File: config.mk
export PLATFORM = sky130hd
export DESIGN_NAME = ad9826_spi_responder
export DESIGN_NICKNAME = d
export VERILOG_FILES = /design/src/rtl/ad9826_spi_responder_pkg.sv /design/src/rtl/ad9826_spi_responder_sync_edge.sv /design/src/rtl/ad9826_spi_responder.sv
export SDC_FILE = /design/constraint.sdc
export NUM_CORES = 1
export LEC_CHECK = 0
export ABC_CLOCK_PERIOD_IN_PS = 2000
export BUFFER_PORTS_ARGS = -buffer_cell sky130_fd_sc_hd__buf_4
export CORE_MARGIN = 2
export CORE_UTILIZATION = 40
export CTS_CLUSTER_DIAMETER = 150
export DETAILED_ROUTE_END_ITERATION = 16
export PLACE_DENSITY = 0.64
export SYNTH_ARGS = -nofsm -noshare
export SYNTH_HDL_FRONTEND = slang
export SYNTH_SLANG_ARGS = --single-unit
File: constraint.sdc
create_clock -name clk -period 2 [get_ports clk]
set_clock_uncertainty 0.1 [all_clocks]
set_input_delay 0.2 -clock clk [delete_from_list [all_inputs] [get_ports clk]]
set_output_delay 0.2 -clock clk [all_outputs]
set_load 0.01 [all_outputs]
File: src/rtl/ad9826_spi_responder_pkg.sv
// -----------------------------------------------------------------------------
// ad9826_spi_responder_pkg
// Shared constants and FSM encoding for the AD9826-style 3-wire configuration
// port responder.
//   FRAME_BITS : serial frame length (R/W, 3-bit address, 3 don't-care, 9 data)
//   CMD_BITS   : leading command bits (R/W + address + don't-care)
//   DATA_BITS  : register width
//   ADDR_BITS  : register address width
//   CNT_BITS   : width of the frame bit counter (must hold FRAME_BITS)
// -----------------------------------------------------------------------------
package ad9826_spi_responder_pkg;

    localparam int FRAME_BITS = 16;
    localparam int CMD_BITS   = 7;
    localparam int DATA_BITS  = 9;
    localparam int ADDR_BITS  = 3;
    localparam int CNT_BITS   = $clog2(FRAME_BITS + 1);

    typedef enum logic [2:0] {
        ST_IDLE    = 3'd0,
        ST_CMD     = 3'd1,
        ST_WDATA   = 3'd2,
        ST_RDATA   = 3'd3,
        ST_WAIT_HI = 3'd4
    } state_e;

endpackage

File: src/rtl/ad9826_spi_responder_sync_edge.sv
// -----------------------------------------------------------------------------
// sync_edge
// Multi-flop synchronizer for one asynchronous pin plus single-cycle edge
// pulses derived from the synchronized level.
//   clk       : system clock
//   rst_n     : asynchronous active-low reset
//   i_d       : asynchronous input pin
//   o_sync    : synchronized level (STAGES flops after the pin)
//   o_rise    : one-cycle pulse in the cycle after o_sync goes 0 -> 1
//   o_fall    : one-cycle pulse in the cycle after o_sync goes 1 -> 0
// Parameters:
//   STAGES    : synchronizer depth (2..4)
//   RESET_VAL : value the chain and edge history reset to, so that the idle
//               level of the pin produces no spurious edge out of reset
// -----------------------------------------------------------------------------
module sync_edge #(
    parameter int   STAGES    = 2,
    parameter logic RESET_VAL = 1'b0
) (
    input  logic clk,
    input  logic rst_n,
    input  logic i_d,
    output logic o_sync,
    output logic o_rise,
    output logic o_fall
);

    logic [STAGES-1:0] r_sync;
    logic              r_prev;

    always_ff @(posedge clk or negedge rst_n) begin
        if (!rst_n) begin
            r_sync <= {STAGES{RESET_VAL}};
            r_prev <= RESET_VAL;
        end else begin
            r_sync <= {r_sync[STAGES-2:0], i_d};
            r_prev <= r_sync[STAGES-1];
        end
    end

    assign o_sync = r_sync[STAGES-1];
    // Both inputs are flops, so the pulses are glitch-free and last one cycle.
    assign o_rise = o_sync & ~r_prev;
    assign o_fall = ~o_sync & r_prev;

endmodule

File: src/rtl/ad9826_spi_responder.sv
// -----------------------------------------------------------------------------
// ad9826_spi_responder
// Oversampling responder for the AD9826 3-wire configuration port. Frames are
// 16 bits MSB first: R/W (1 = read), address[2:0], 3 don't-care, data[8:0].
// Writes update a 9-bit register file; reads shift the addressed register out
// on sdata_o, changing on sclk falling edges.
// Ports:
//   clk, rst_n    : system clock, asynchronous active-low reset
//   sclk_in       : serial clock from the initiator (asynchronous)
//   sload_in      : frame select, active low (asynchronous)
//   sdata_in      : serial data in, sampled on sclk rising edge
//   sdata_o       : read-back data bit
//   sdata_oe      : high while sdata_o is driven (first data fall .. sload rise)
//   regs_o        : flattened register file, reg[k] at [9k+8:9k]
//   wr_strobe_o   : one-cycle pulse when a write commits
//   wr_addr_o     : address of the last committed write
//   wr_data_o     : data of the last committed write
//   frame_err_o   : one-cycle pulse when a frame is cut short by sload rising
// Parameters:
//   SYNC_STAGES   : synchronizer depth on the serial pins (2..4)
//   NUM_REGS      : number of registers in the file
// sclk high and low phases must each last at least SYNC_STAGES+1 clk periods.
// -----------------------------------------------------------------------------
module ad9826_spi_responder
    import ad9826_spi_responder_pkg::*;
#(
    parameter int SYNC_STAGES = 2,
    parameter int NUM_REGS    = 8
) (
    input  logic                          clk,
    input  logic                          rst_n,
    input  logic                          sclk_in,
    input  logic                          sload_in,
    input  logic                          sdata_in,
    output logic                          sdata_o,
    output logic                          sdata_oe,
    output logic [DATA_BITS*NUM_REGS-1:0] regs_o,
    output logic                          wr_strobe_o,
    output logic [ADDR_BITS-1:0]          wr_addr_o,
    output logic [DATA_BITS-1:0]          wr_data_o,
    output logic                          frame_err_o
);

    localparam logic [CNT_BITS-1:0] CNT_ONE      = CNT_BITS'(1);
    localparam logic [CNT_BITS-1:0] CNT_CMD_LAST = CNT_BITS'(CMD_BITS - 1);
    localparam logic [CNT_BITS-1:0] CNT_LAST_BIT = CNT_BITS'(FRAME_BITS - 1);
    localparam logic [CNT_BITS-1:0] CNT_DONE     = CNT_BITS'(FRAME_BITS);

    // ------------------------------------------------------------------
    // Pin synchronization
    // ------------------------------------------------------------------
    logic w_sclk_rise;
    logic w_sclk_fall;
    logic w_sclk_level_unused;   // only sclk edges matter
    logic w_sload_sync;
    logic w_sload_rise;
    logic w_sload_fall_unused;   // frame start is level-qualified, see w_start
    logic w_sdata_sync;

    sync_edge #(
        .STAGES    (SYNC_STAGES),
        .RESET_VAL (1'b0)
    ) u_sclk_sync (
        .clk    (clk),
        .rst_n  (rst_n),
        .i_d    (sclk_in),
        .o_sync (w_sclk_level_unused),
        .o_rise (w_sclk_rise),
        .o_fall (w_sclk_fall)
    );

    sync_edge #(
        .STAGES    (SYNC_STAGES),
        .RESET_VAL (1'b1)
    ) u_sload_sync (
        .clk    (clk),
        .rst_n  (rst_n),
        .i_d    (sload_in),
        .o_sync (w_sload_sync),
        .o_rise (w_sload_rise),
        .o_fall (w_sload_fall_unused)
    );

    // sdata has the same depth as sclk so a rise_evt sees the bit that was on
    // the pin when sclk rose.
    logic [SYNC_STAGES-1:0] r_sdata_sync;

    always_ff @(posedge clk or negedge rst_n) begin
        if (!rst_n) begin
            r_sdata_sync <= '0;
        end else begin
            r_sdata_sync <= {r_sdata_sync[SYNC_STAGES-2:0], sdata_in};
        end
    end

    assign w_sdata_sync = r_sdata_sync[SYNC_STAGES-1];

    // ------------------------------------------------------------------
    // Arming: the sload synchronizer resets to 1, which says nothing about
    // the real pin. r_warm marks when the chain holds genuine samples; only a
    // genuinely observed sload-high arms frame decoding. This keeps a frame
    // that was in flight across reset from being decoded or flagged.
    // ------------------------------------------------------------------
    logic [SYNC_STAGES-1:0] r_warm;
    logic                   r_armed;
    logic                   w_start;

    always_ff @(posedge clk or negedge rst_n) begin
        if (!rst_n) begin
            r_warm  <= '0;
            r_armed <= 1'b0;
        end else begin
            r_warm  <= {r_warm[SYNC_STAGES-2:0], 1'b1};
            r_armed <= r_armed | (r_warm[SYNC_STAGES-1] & w_sload_sync);
        end
    end

    assign w_start = r_armed & ~w_sload_sync;

    // ------------------------------------------------------------------
    // Frame datapath state
    // ------------------------------------------------------------------
    state_e                 r_state;
    state_e                 w_state_next;
    logic [CNT_BITS-1:0]    r_cnt;
    // Holds the last CMD_BITS-1 command bits; R/W is consumed on the fly when
    // the seventh bit arrives, leaving address and don't-care bits here.
    logic [CMD_BITS-2:0]    r_cmd;
    logic [CMD_BITS-1:0]    w_cmd_shift;
    logic [ADDR_BITS-1:0]   w_addr;
    logic [DATA_BITS-1:0]   r_wdata;
    logic                   r_rd_started;
    logic                   w_commit;
    logic                   w_abort;
    logic [DATA_BITS-1:0]   w_rd_word;

    assign w_cmd_shift = {r_cmd, w_sdata_sync};
    assign w_addr      = r_cmd[CMD_BITS-2 -: ADDR_BITS];
    // All 16 bits are in: commit in this cycle, one cycle after the last
    // rise_evt. Completion wins over a coincident sload rise.
    assign w_commit    = (r_state == ST_WDATA) && (r_cnt == CNT_DONE);
    assign w_abort     = w_sload_rise && !w_commit &&
                         ((r_state == ST_CMD) || (r_state == ST_WDATA) ||
                          (r_state == ST_RDATA));

    // FSM: state register
    always_ff @(posedge clk or negedge rst_n) begin
        if (!rst_n) begin
            r_state <= ST_IDLE;
        end else begin
            r_state <= w_state_next;
        end
    end

    // FSM: next-state logic
    always_comb begin
        w_state_next = r_state;
        case (r_state)
            ST_IDLE: begin
                if (w_start) begin
                    w_state_next = ST_CMD;
                end
            end
            ST_CMD: begin
                if (w_sload_rise) begin
                    w_state_next = ST_IDLE;
                end else if (w_sclk_rise && (r_cnt == CNT_CMD_LAST)) begin
                    w_state_next = w_cmd_shift[CMD_BITS-1] ? ST_RDATA : ST_WDATA;
                end
            end
            ST_WDATA: begin
                if (w_commit) begin
                    w_state_next = ST_WAIT_HI;
                end else if (w_sload_rise) begin
                    w_state_next = ST_IDLE;
                end
            end
            ST_RDATA: begin
                if (w_sload_rise) begin
                    w_state_next = ST_IDLE;
                end else if (w_sclk_rise && (r_cnt == CNT_LAST_BIT)) begin
                    w_state_next = ST_WAIT_HI;
                end
            end
            ST_WAIT_HI: begin
                // Level test: also covers a sload rise that landed on the
                // commit cycle, and exits in the same cycle as the rise_evt.
                if (w_sload_sync) begin
                    w_state_next = ST_IDLE;
                end
            end
            default: begin
                w_state_next = ST_IDLE;
            end
        endcase
    end

    // Bit counter, command and write-data shift registers
    always_ff @(posedge clk or negedge rst_n) begin
        if (!rst_n) begin
            r_cnt        <= '0;
            r_cmd        <= '0;
            r_wdata      <= '0;
            r_rd_started <= 1'b0;
        end else begin
            case (r_state)
                ST_IDLE: begin
                    r_rd_started <= 1'b0;
                    // An sclk rise coinciding with frame start is bit 15.
                    if (w_start && w_sclk_rise) begin
                        r_cmd <= w_cmd_shift[CMD_BITS-2:0];
                        r_cnt <= CNT_ONE;
                    end else begin
                        r_cnt <= '0;
                    end
                end
                ST_CMD: begin
                    if (!w_sload_rise && w_sclk_rise) begin
                        r_cmd <= w_cmd_shift[CMD_BITS-2:0];
                        r_cnt <= r_cnt + CNT_ONE;
                    end
                end
                ST_WDATA: begin
                    if (!w_commit && !w_sload_rise && w_sclk_rise) begin
                        r_wdata <= {r_wdata[DATA_BITS-2:0], w_sdata_sync};
                        r_cnt   <= r_cnt + CNT_ONE;
                    end
                end
                ST_RDATA: begin
                    // sdata_in is deliberately not sampled while reading.
                    if (!w_sload_rise && w_sclk_rise) begin
                        r_cnt <= r_cnt + CNT_ONE;
                    end
                    if (!w_sload_rise && w_sclk_fall) begin
                        r_rd_started <= 1'b1;
                    end
                end
                default: begin
                end
            endcase
        end
    end

    // ------------------------------------------------------------------
    // Register file
    // ------------------------------------------------------------------
    genvar gi;
    generate
        for (gi = 0; gi < NUM_REGS; gi++) begin : g_reg
            logic [DATA_BITS-1:0] r_reg;

            always_ff @(posedge clk or negedge rst_n) begin
                if (!rst_n) begin
                    r_reg <= '0;
                end else if (w_commit && (w_addr == ADDR_BITS'(gi))) begin
                    r_reg <= r_wdata;
                end
            end

            assign regs_o[gi*DATA_BITS +: DATA_BITS] = r_reg;
        end
    endgenerate

    always_comb begin
        w_rd_word = '0;
        for (int k = 0; k < NUM_REGS; k++) begin
            if (w_addr == ADDR_BITS'(k)) begin
                w_rd_word = regs_o[k*DATA_BITS +: DATA_BITS];
            end
        end
    end

    // ------------------------------------------------------------------
    // Outputs: next values computed combinationally, then registered
    // ------------------------------------------------------------------
    // D8 goes straight to sdata_o on load, so only D7..D0 are kept here.
    logic [DATA_BITS-2:0]   r_sout;
    logic [DATA_BITS-2:0]   w_sout_next;
    logic                   w_sdata_next;
    logic                   w_oe_next;
    logic                   w_strobe_next;
    logic [ADDR_BITS-1:0]   w_wr_addr_next;
    logic [DATA_BITS-1:0]   w_wr_data_next;
    logic                   w_err_next;

    always_comb begin
        w_sout_next    = r_sout;
        w_sdata_next   = sdata_o;
        w_oe_next      = sdata_oe;
        w_strobe_next  = 1'b0;
        w_wr_addr_next = wr_addr_o;
        w_wr_data_next = wr_data_o;
        w_err_next     = w_abort;

        if (w_commit) begin
            w_strobe_next  = 1'b1;
            w_wr_addr_next = w_addr;
            w_wr_data_next = r_wdata;
        end

        if ((r_state == ST_RDATA) && !w_sload_rise && w_sclk_fall) begin
            if (!r_rd_started) begin
                w_sout_next  = w_rd_word[DATA_BITS-2:0];
                w_sdata_next = w_rd_word[DATA_BITS-1];
                w_oe_next    = 1'b1;
            end else begin
                w_sout_next  = {r_sout[DATA_BITS-3:0], 1'b0};
                w_sdata_next = r_sout[DATA_BITS-2];
            end
        end

        // Release the data line the moment the FSM heads back to IDLE.
        if (w_state_next == ST_IDLE) begin
            w_oe_next    = 1'b0;
            w_sdata_next = 1'b0;
        end
    end

    always_ff @(posedge clk or negedge rst_n) begin
        if (!rst_n) begin
            r_sout      <= '0;
            sdata_o     <= 1'b0;
            sdata_oe    <= 1'b0;
            wr_strobe_o <= 1'b0;
            wr_addr_o   <= '0;
            wr_data_o   <= '0;
            frame_err_o <= 1'b0;
        end else begin
            r_sout      <= w_sout_next;
            sdata_o     <= w_sdata_next;
            sdata_oe    <= w_oe_next;
            wr_strobe_o <= w_strobe_next;
            wr_addr_o   <= w_wr_addr_next;
            wr_data_o   <= w_wr_data_next;
            frame_err_o <= w_err_next;
        end
    end

endmodule
==> results of run 1 <==
## kinds of logic (layout without fill, tap and decap cells)
| group | after synthesis | count (layout) |
|---|---|---|
| DFF | 131 | 131 |
| adders and majority gates | 4 | 4 |
| and+or+nand+nor | 111 | 111 |
| buffers and inverters | 42 | 204 |
| muxes | 102 | 102 |
| AOI/OAI and AO/OA | 64 | 64 |
| other | 1 | 1 |
## final cells by class
class                           instances  area [sq um]  share of cell area [%]
Clock inverter                         13           159                    1.96
Timing Repair Buffer                  162          1350                    16.7
Sequential cell                       131          3280                    40.6
Multi-Input combinational cell        282          2570                    31.8
Inverter                               10          40.0                   0.495
Clock buffer                           19           453                    5.60
Tap cell                              184           230                    2.85
## cells in the final DEF (no fill, tap or decap), types with 4 or more instances in the layout
| cell | count |
|---|---|
| clkinv_2 | 4 |
| buf_12 | 5 |
| a21oi_1 | 10 |
| nand2_1 | 49 |
| nor3_1 | 6 |
| nor2_1 | 10 |
| mux2_2 | 58 |
| a2bb2oi_1 | 4 |
| inv_1 | 6 |
| dfrtp_1 | 128 |
| mux4_2 | 11 |
| a211oi_2 | 4 |
| nand2b_1 | 4 |
| buf_6 | 15 |
| nand3_1 | 4 |
| buf_4 | 137 |
| nor2b_1 | 8 |
| ha_4 | 4 |
| clkbuf_16 | 17 |
| o21ai_0 | 22 |
| mux2_4 | 26 |
| a211oi_1 | 4 |
| dlygate4sd3_1 | 4 |
| mux2i_1 | 7 |
## timing repair
item / 4_1_cts / 5_1_grt
pin swaps: 1 / 10
hold buffers: 4 / 0
endpoints found under the hold margin: 40 / 0
gates resized for setup: 46 / 27
setup endpoints to repair: 73 / 80
buffers inserted: 4 / 7
## how the worst max path moves through the flow
stage                                   end  slack (ns)      from
after floorplan           g_reg[0].r_reg[0]       -0.07  r_cnt[0]
after global placement    g_reg[1].r_reg[2]       -0.23  r_cnt[0]
after detailed placement  g_reg[1].r_reg[4]       -0.26  r_cnt[0]
after CTS                 g_reg[7].r_reg[8]       -0.13  r_cnt[0]
after global routing      g_reg[2].r_reg[8]       -0.23  r_cnt[0]
final                     g_reg[7].r_reg[8]       -0.17  r_cnt[0]
## power groups by stage
stage               logic (mW)  registers (mW)  clock network (mW)
detailed placement        1.33            2.85                   0
global placement          1.31            2.85                   0
global route              1.57            2.82                3.35
finish                    1.46            2.81                3.19
CTS                       1.38            2.81                3.23
floorplan                0.746            2.84                   0
## layer usage
metal	vias up	wire length (um)	GRT usage (%)	share of wire, %
li1	1937	-	-	-
met1	2244	7320	28.7	45
met2	129	7940	33.9	48
met3	28	881	6.40	5.4
met4	0	285	6.94	1.7
met5	-	0	0	0
## per-stage QoR
step,cell area (sq um),TNS (ns)
floorplan,5820,-1.06
global placement,7080,-9.88
detailed placement,7080,-11.89
CTS,7940,-6.24
global route,8090,-13.97
finish,8090,-9.02
==> results by group, run 1 <==
Synth
  – Synth area leader: dfrtp_1
  – Synthesized area: 5800 sq um
  – Number of synthesized flops with an enable pin: 0
  – Synth Area in Adders: 0.862%
  – Post-synthesis mux area share: 21.8%
  – Seq/Total Area, Yosys: 56.6%
  – Most common cell in the netlist: dfrtp_1
  – Async S/R FF share, synth: 100%
  – Top cells by area, synth: dfrtp_1 (55%), mux2_2 (16%), mux4_2 (4.3%)
  – Commonest cells post-synth: dfrtp_1 (128), mux2_2 (84), nand2_1 (49), o21ai_0 (23), clkbuf_1 (17)
  – Synth Net Count: 464
  – Yosys warns: 0
  – Synth top area share: 55.2%
  – Simple-gate area share of the yosys netlist: 10.4%
  – Synth Flop Type: dfrtp_1
  – Post-synthesis compound-gate area fraction: 7.14%
  – Largest family of logic cells by synthesized area: multiplexers
  – Syn Area/Cell: 12.8 sq um
  – Post-synth cell types: 54
  – Synth Register Bits: 131
  – Synth Instances: 455
  – Xor/xnor cell area share of the yosys netlist: 0%

Cells and area
  – Share of cells above drive strength 1: 51.4%
  – Layout area overhead: 39.4%
  – Ant diodes: 0
  – Post-route insts no fill: 801
  – Max reg flops: 72
  – # fillers: 1177
  – Final nets: 613
  – Final core occ: 56.3%

Flow run
  – Max-cap violations: 0

Critical path
  – CP Data Arrival Time: 2.38 ns
  – Capturing element type of the critical path: flip-flop
  – Crit path launch type: flip-flop
  – Worst path bufs/invs: 2
  – Levels on crit path: 7
  – CP max stage delay: 0.42 ns
  – Reg-to-Reg End: g_reg[7].r_reg[8]
  – Reg2Reg Depth: 7
  – R2R Setup Slk: -0.17 ns
  – Reg2reg start: r_cnt[0]
  – Crit path required time: 2.21 ns
  – Worst-path fanout max: 7
  – Gate family responsible for the most delay along the worst path: simple AND/OR/NAND/NOR gates
  – Slowest stage cell, crit path: or3_1
  – Crit path kind: flip-flop to flip-flop
  – Crit path cell chain: inv_2, ha_4, and4bb_2, nand3_4, or3_1, buf_4, mux2_2

Power
  – Total power: 7.46 mW
  – NetSw: 2.06 mW
  – Leakage: 3.94 nW
  – Switch share: 27.6%
  – Clk pwr share: 42.8%
  – Pint: 5.40 mW
  – Maximum VDD drop: 0.553 mV
  – Sequential cell fraction of total power: 37.7%
  – P per Cell Area: 922 nW/um^2
  – Gate power share: 19.6%

Timing
  – RSZ-0062 raised after global routing: yes
  – Worst-margin pin slew: 0.616 ns
  – Worst slew margin: 58.9%
  – Fmax: 460 MHz
  – Setup violators final: 74
  – Tcrit/Tclk final: 109%
  – Final worst slack: -0.173 ns
  – Pins Over Slew Limit: 0
  – Worst hold slack: 0.240 ns
  – Count of final hold-check violations: 0
  – Final Critical Period: 2.17 ns

Die
  – Die Y: 124 um
  – Initial Util: 40.4%
  – Core area: 14400 sq um
  – Die X: 124 um
  – Io pins: 93
  – FP Rows: 44
  – Die footprint: 15500 sq um

Min path
  – Hold Path Class: input port to asynchronous set/reset pin

Global routing
  – Initial antenna violation count: 0
  – Total GRT Usage: 21.5%
  – Largest net degree at the start of global routing: 50
  – Number of global-route vias before repair: 4448
  – GRT Residual Overflow: 0
  – First-pass GRT wire length: 25.7 mm

Detailed routing
  – Drt total wl: 16.4 mm
  – DR vias: 4338
  – Vias per cell: 5.42
  – Antenna Nets Post-Route: 0
  – Initial DRC count: 349
  – DRT Pass-1 Iters: 4
  – DR WL/cell: 20.5 um
  – # DRC: 0

Clocking
  – Clk slew on worst S/H paths: 0.06 ns
  – CTS Sinks: 131
  – Skew-Pair Late Insertion Delay: 0.43 ns
  – CTS Root Cell: clkbuf_16
  – Clock buffer depth: 2
  – Clock buffer count from CTS: 17
  – CTS tree: built
  – H-tree depth: 4

Placed design
  – Placed insts: 758
  – Routability cong.: 0.893
  – Dpl ws: -0.260 ns
  – Post-detail-place hpwl: 11.3 mm
  – Buffers on Ports: 92

Run status
  – Violated checks: negative setup slack
  – Status: finished, violations left
Note: power is estimated with default switching activity, not from simulation.
==> inputs of run 2 (changes only) <==
--- a/config.mk
+++ b/config.mk
@@ -14,2 +14,3 @@
 export PLACE_DENSITY = 0.64
+export SKIP_LAST_GASP = 1
 export SYNTH_ARGS = -nofsm -noshare
--- a/constraint.sdc
+++ b/constraint.sdc
@@ -4,2 +4,2 @@
 set_output_delay 0.2 -clock clk [all_outputs]
-set_load 0.01 [all_outputs]
+set_load 0.05 [all_outputs]
==> run 2 against run 1 <==
  * Flip-flop and latch count is the same
  * Critical path type unchanged
  * Sequential power barely moved
  * First-iteration DRC count down 14%
  * Via count up 0.28%
  * The flow still finishes with violations (negative setup slack)
  * Clock power barely moved
  * Cell count did not move
  * Sequential share of layout area is 0.088 points higher
  * Worst hold slack about the same
  * Routed wire length shrank 0.13%
  * Largest cell class unchanged
==> results by group, run 2 (synthesis results as in run 1) <==
Run status
  – Status: finished, violations left
  – Violated checks: negative setup slack

Die
  – Die X: 124 um (unchanged)
  – FP Rows: 44 (unchanged)
  – Die footprint: 15500 sq um (unchanged)
  – Core area: 14400 sq um (unchanged)
  – Io pins: 93 (unchanged)
  – Initial Util: 40.4% (unchanged)
  – Die Y: 124 um (unchanged)

Power
  – Leakage: 3.94 nW (about the same)
  – Sequential cell fraction of total power: 37.7% (about the same)
  – NetSw: 2.06 mW (-0.20%)
  – Gate power share: 19.6% (about the same)
  – P per Cell Area: 923 nW/um^2 (+0.17%)
  – Switch share: 27.6% (-0.040 points)
  – Pint: 5.40 mW (about the same)
  – Clk pwr share: 42.7% (about the same)
  – Maximum VDD drop: 0.548 mV (-0.91%)

Placed design
  – Post-detail-place hpwl: 11.3 mm (unchanged)
  – Routability cong.: 0.893 (unchanged)
  – Buffers on Ports: 92 (unchanged)

Critical path
  – Crit path kind: flip-flop to flip-flop
  – Reg2Reg Depth: 7 (unchanged)
  – Capturing element type of the critical path: flip-flop
  – Worst-path fanout max: 7 (unchanged)
  – Crit path cell chain: inv_2, ha_4, and4bb_2, nand3_4, or4_4, buf_6, mux2_2
  – Crit path launch type: flip-flop
  – Reg-to-Reg End: g_reg[2].r_reg[8]
  – CP max stage delay: 0.46 ns (+0.04 ns)
  – Crit path launch: r_cnt[0]
  – Reg2reg start: r_cnt[0]
  – Slowest stage cell, crit path: or4_4
  – R2R Setup Slk: -0.18 ns (about the same)
  – Crit path required time: 2.20 ns (about the same)
  – CP Data Arrival Time: 2.38 ns (about the same)

Clocking
  – Skew-Pair Late Insertion Delay: 0.43 ns (about the same)
  – CTS Sinks: 131 (unchanged)
  – CTS Root Cell: clkbuf_16
  – H-tree depth: 4 (unchanged)
  – CTS tree: built
  – Clk slew on worst S/H paths: 0.06 ns (about the same)
  – Clock buffer depth: 2 (unchanged)
  – Clock buffer count from CTS: 17 (unchanged)

Global routing
  – Largest net degree at the start of global routing: 50 (unchanged)
  – GRT Residual Overflow: 0 (unchanged)
  – Total GRT Usage: 21.5% (about the same)
  – Initial antenna violation count: 0 (unchanged)
  – First-pass GRT wire length: 25.7 mm (about the same)
  – Number of global-route vias before repair: 4444 (-0.090%)

Timing
  – Final worst slack: -0.177 ns (-0.00388 ns)
  – Tcrit/Tclk final: 109% (+0.19 points)
  – Final Critical Period: 2.18 ns (+0.00388 ns)
  – Worst slew margin: 59.2% (+0.25 points)
  – Setup violators final: 81 (+9.5%)
  – Worst hold slack: 0.240 ns (+0.000141 ns)
  – Worst-margin pin slew: 0.613 ns (-0.00379 ns)
  – Pins Over Slew Limit: 0 (unchanged)
  – RSZ-0062 raised after global routing: yes
  – Count of final hold-check violations: 0 (unchanged)
  – Fmax: 459 MHz (-0.18%)

Flow run
  – Max-cap violations: 0 (unchanged)

Detailed routing
  – Vias per cell: 5.43 (+0.28%)
  – DR vias: 4350 (+0.28%)
  – DRT Pass-1 Iters: 4 (unchanged)
  – Drt total wl: 16.4 mm (-0.13%)
  – Antenna Nets Post-Route: 0 (unchanged)
  – DR WL/cell: 20.5 um (-0.13%)
  – Initial DRC count: 300 (-14%)
  – # DRC: 0 (unchanged)

Cells and area
  – Area taken by multi-input logic gates: 2560 sq um (-0.39%)
  – Max reg flops: 72 (unchanged)
  – Reg area: 3280 sq um (unchanged)
  – Layout area overhead: 39.1%
  – Share of cells above drive strength 1: 51.1% (-0.32 points)
  – Final core occ: 56.2% (-0.12 points)
  – Final nets: 613 (unchanged)
  – Commonest cells after routing, fill and taps aside: buf_4 (139), dfrtp_1 (128), mux2_2 (58)
  – Commonest non-fill, non-tap cell in the layout: buf_4
  – Ant diodes: 0 (unchanged)
  – # fillers: 1180 (+0.25%)

Min path
  – Hold Path Class: input port to asynchronous set/reset pin
-- run 2: cell counts in the layout (fill, tap and decap cells not counted) --
No cell type changed its count.
-- run 2: layout make-up --
| cell class | instances | area share [%] |
|---|---|---|
| Sequential cell | 131 | 40.7 |
| Multi-Input combinational cell | 282 | 31.8 |
| Clock inverter | 13 | 1.97 |
| Timing Repair Buffer | 162 | 16.7 |
| Clock buffer | 19 | 5.61 |
| Inverter | 10 | 0.496 |
| Tap cell | 184 | 2.85 |
-- run 2: worst max path at each step --
stage                        endpoint  slack, ns  cells after the start
finish              g_reg[2].r_reg[8]      -0.18                      7
global placement    g_reg[1].r_reg[2]      -0.23                      9
floorplan           g_reg[0].r_reg[0]      -0.07                      7
detailed placement  g_reg[1].r_reg[4]      -0.26                      9
CTS                 g_reg[7].r_reg[8]      -0.13                      7
global route        g_reg[0].r_reg[8]      -0.25                      8
-- run 2: critical path: cells and delay by family, from the launching register on --
family / cells / cell delay [ns]
fa+ha+maj: 1 / 0.14
flops: 1 / 0.39
simple gates: 3 / 0.88
buf+inv: 2 / 0.26
mux: 1 / 0.28
-- run 2: power groups by stage --
stage,combinational (mW),clock [mW],sequential (mW)
after floorplan,0.746,0,2.84
after global placement,1.32,0,2.85
after detailed placement,1.33,0,2.85
after CTS,1.39,3.23,2.81
after global routing,1.57,3.35,2.82
final,1.46,3.18,2.81
-- run 2: repair_timing --
item | in CTS | in global routing
setup endpoints to repair | 73 | 80
hold buffers | 4 | 0
buffers inserted | 4 | 7
endpoints found under the hold margin | 40 | 0
gates resized for setup | 42 | 27
pin swaps | 1 | 9
-- run 2: metal layers --
layer	vias up	GRT usage [%]	share of wire, %
met2	141	33.9	49
li1	1942	-	-
met3	28	6.40	6.6
met4	0	6.94	1.6
met1	2239	28.7	43
met5	-	0	0
-- run 2: metrics by stage --
stage / power [mW] / setup slack [ns] / cells / TNS, ns / area (sq um)
after floorplan: 3.59 / -0.0674 / 455 / -1.06 / 5820
after global placement: 4.16 / -0.228 / 758 / -9.88 / 7080
after detailed placement: 4.18 / -0.260 / 758 / -11.89 / 7080
after CTS: 7.43 / -0.131 / 798 / -6.35 / 7930
after global routing: 7.74 / -0.250 / 801 / -14.78 / 8070
final: 7.45 / -0.177 / 801 / -9.47 / 8070
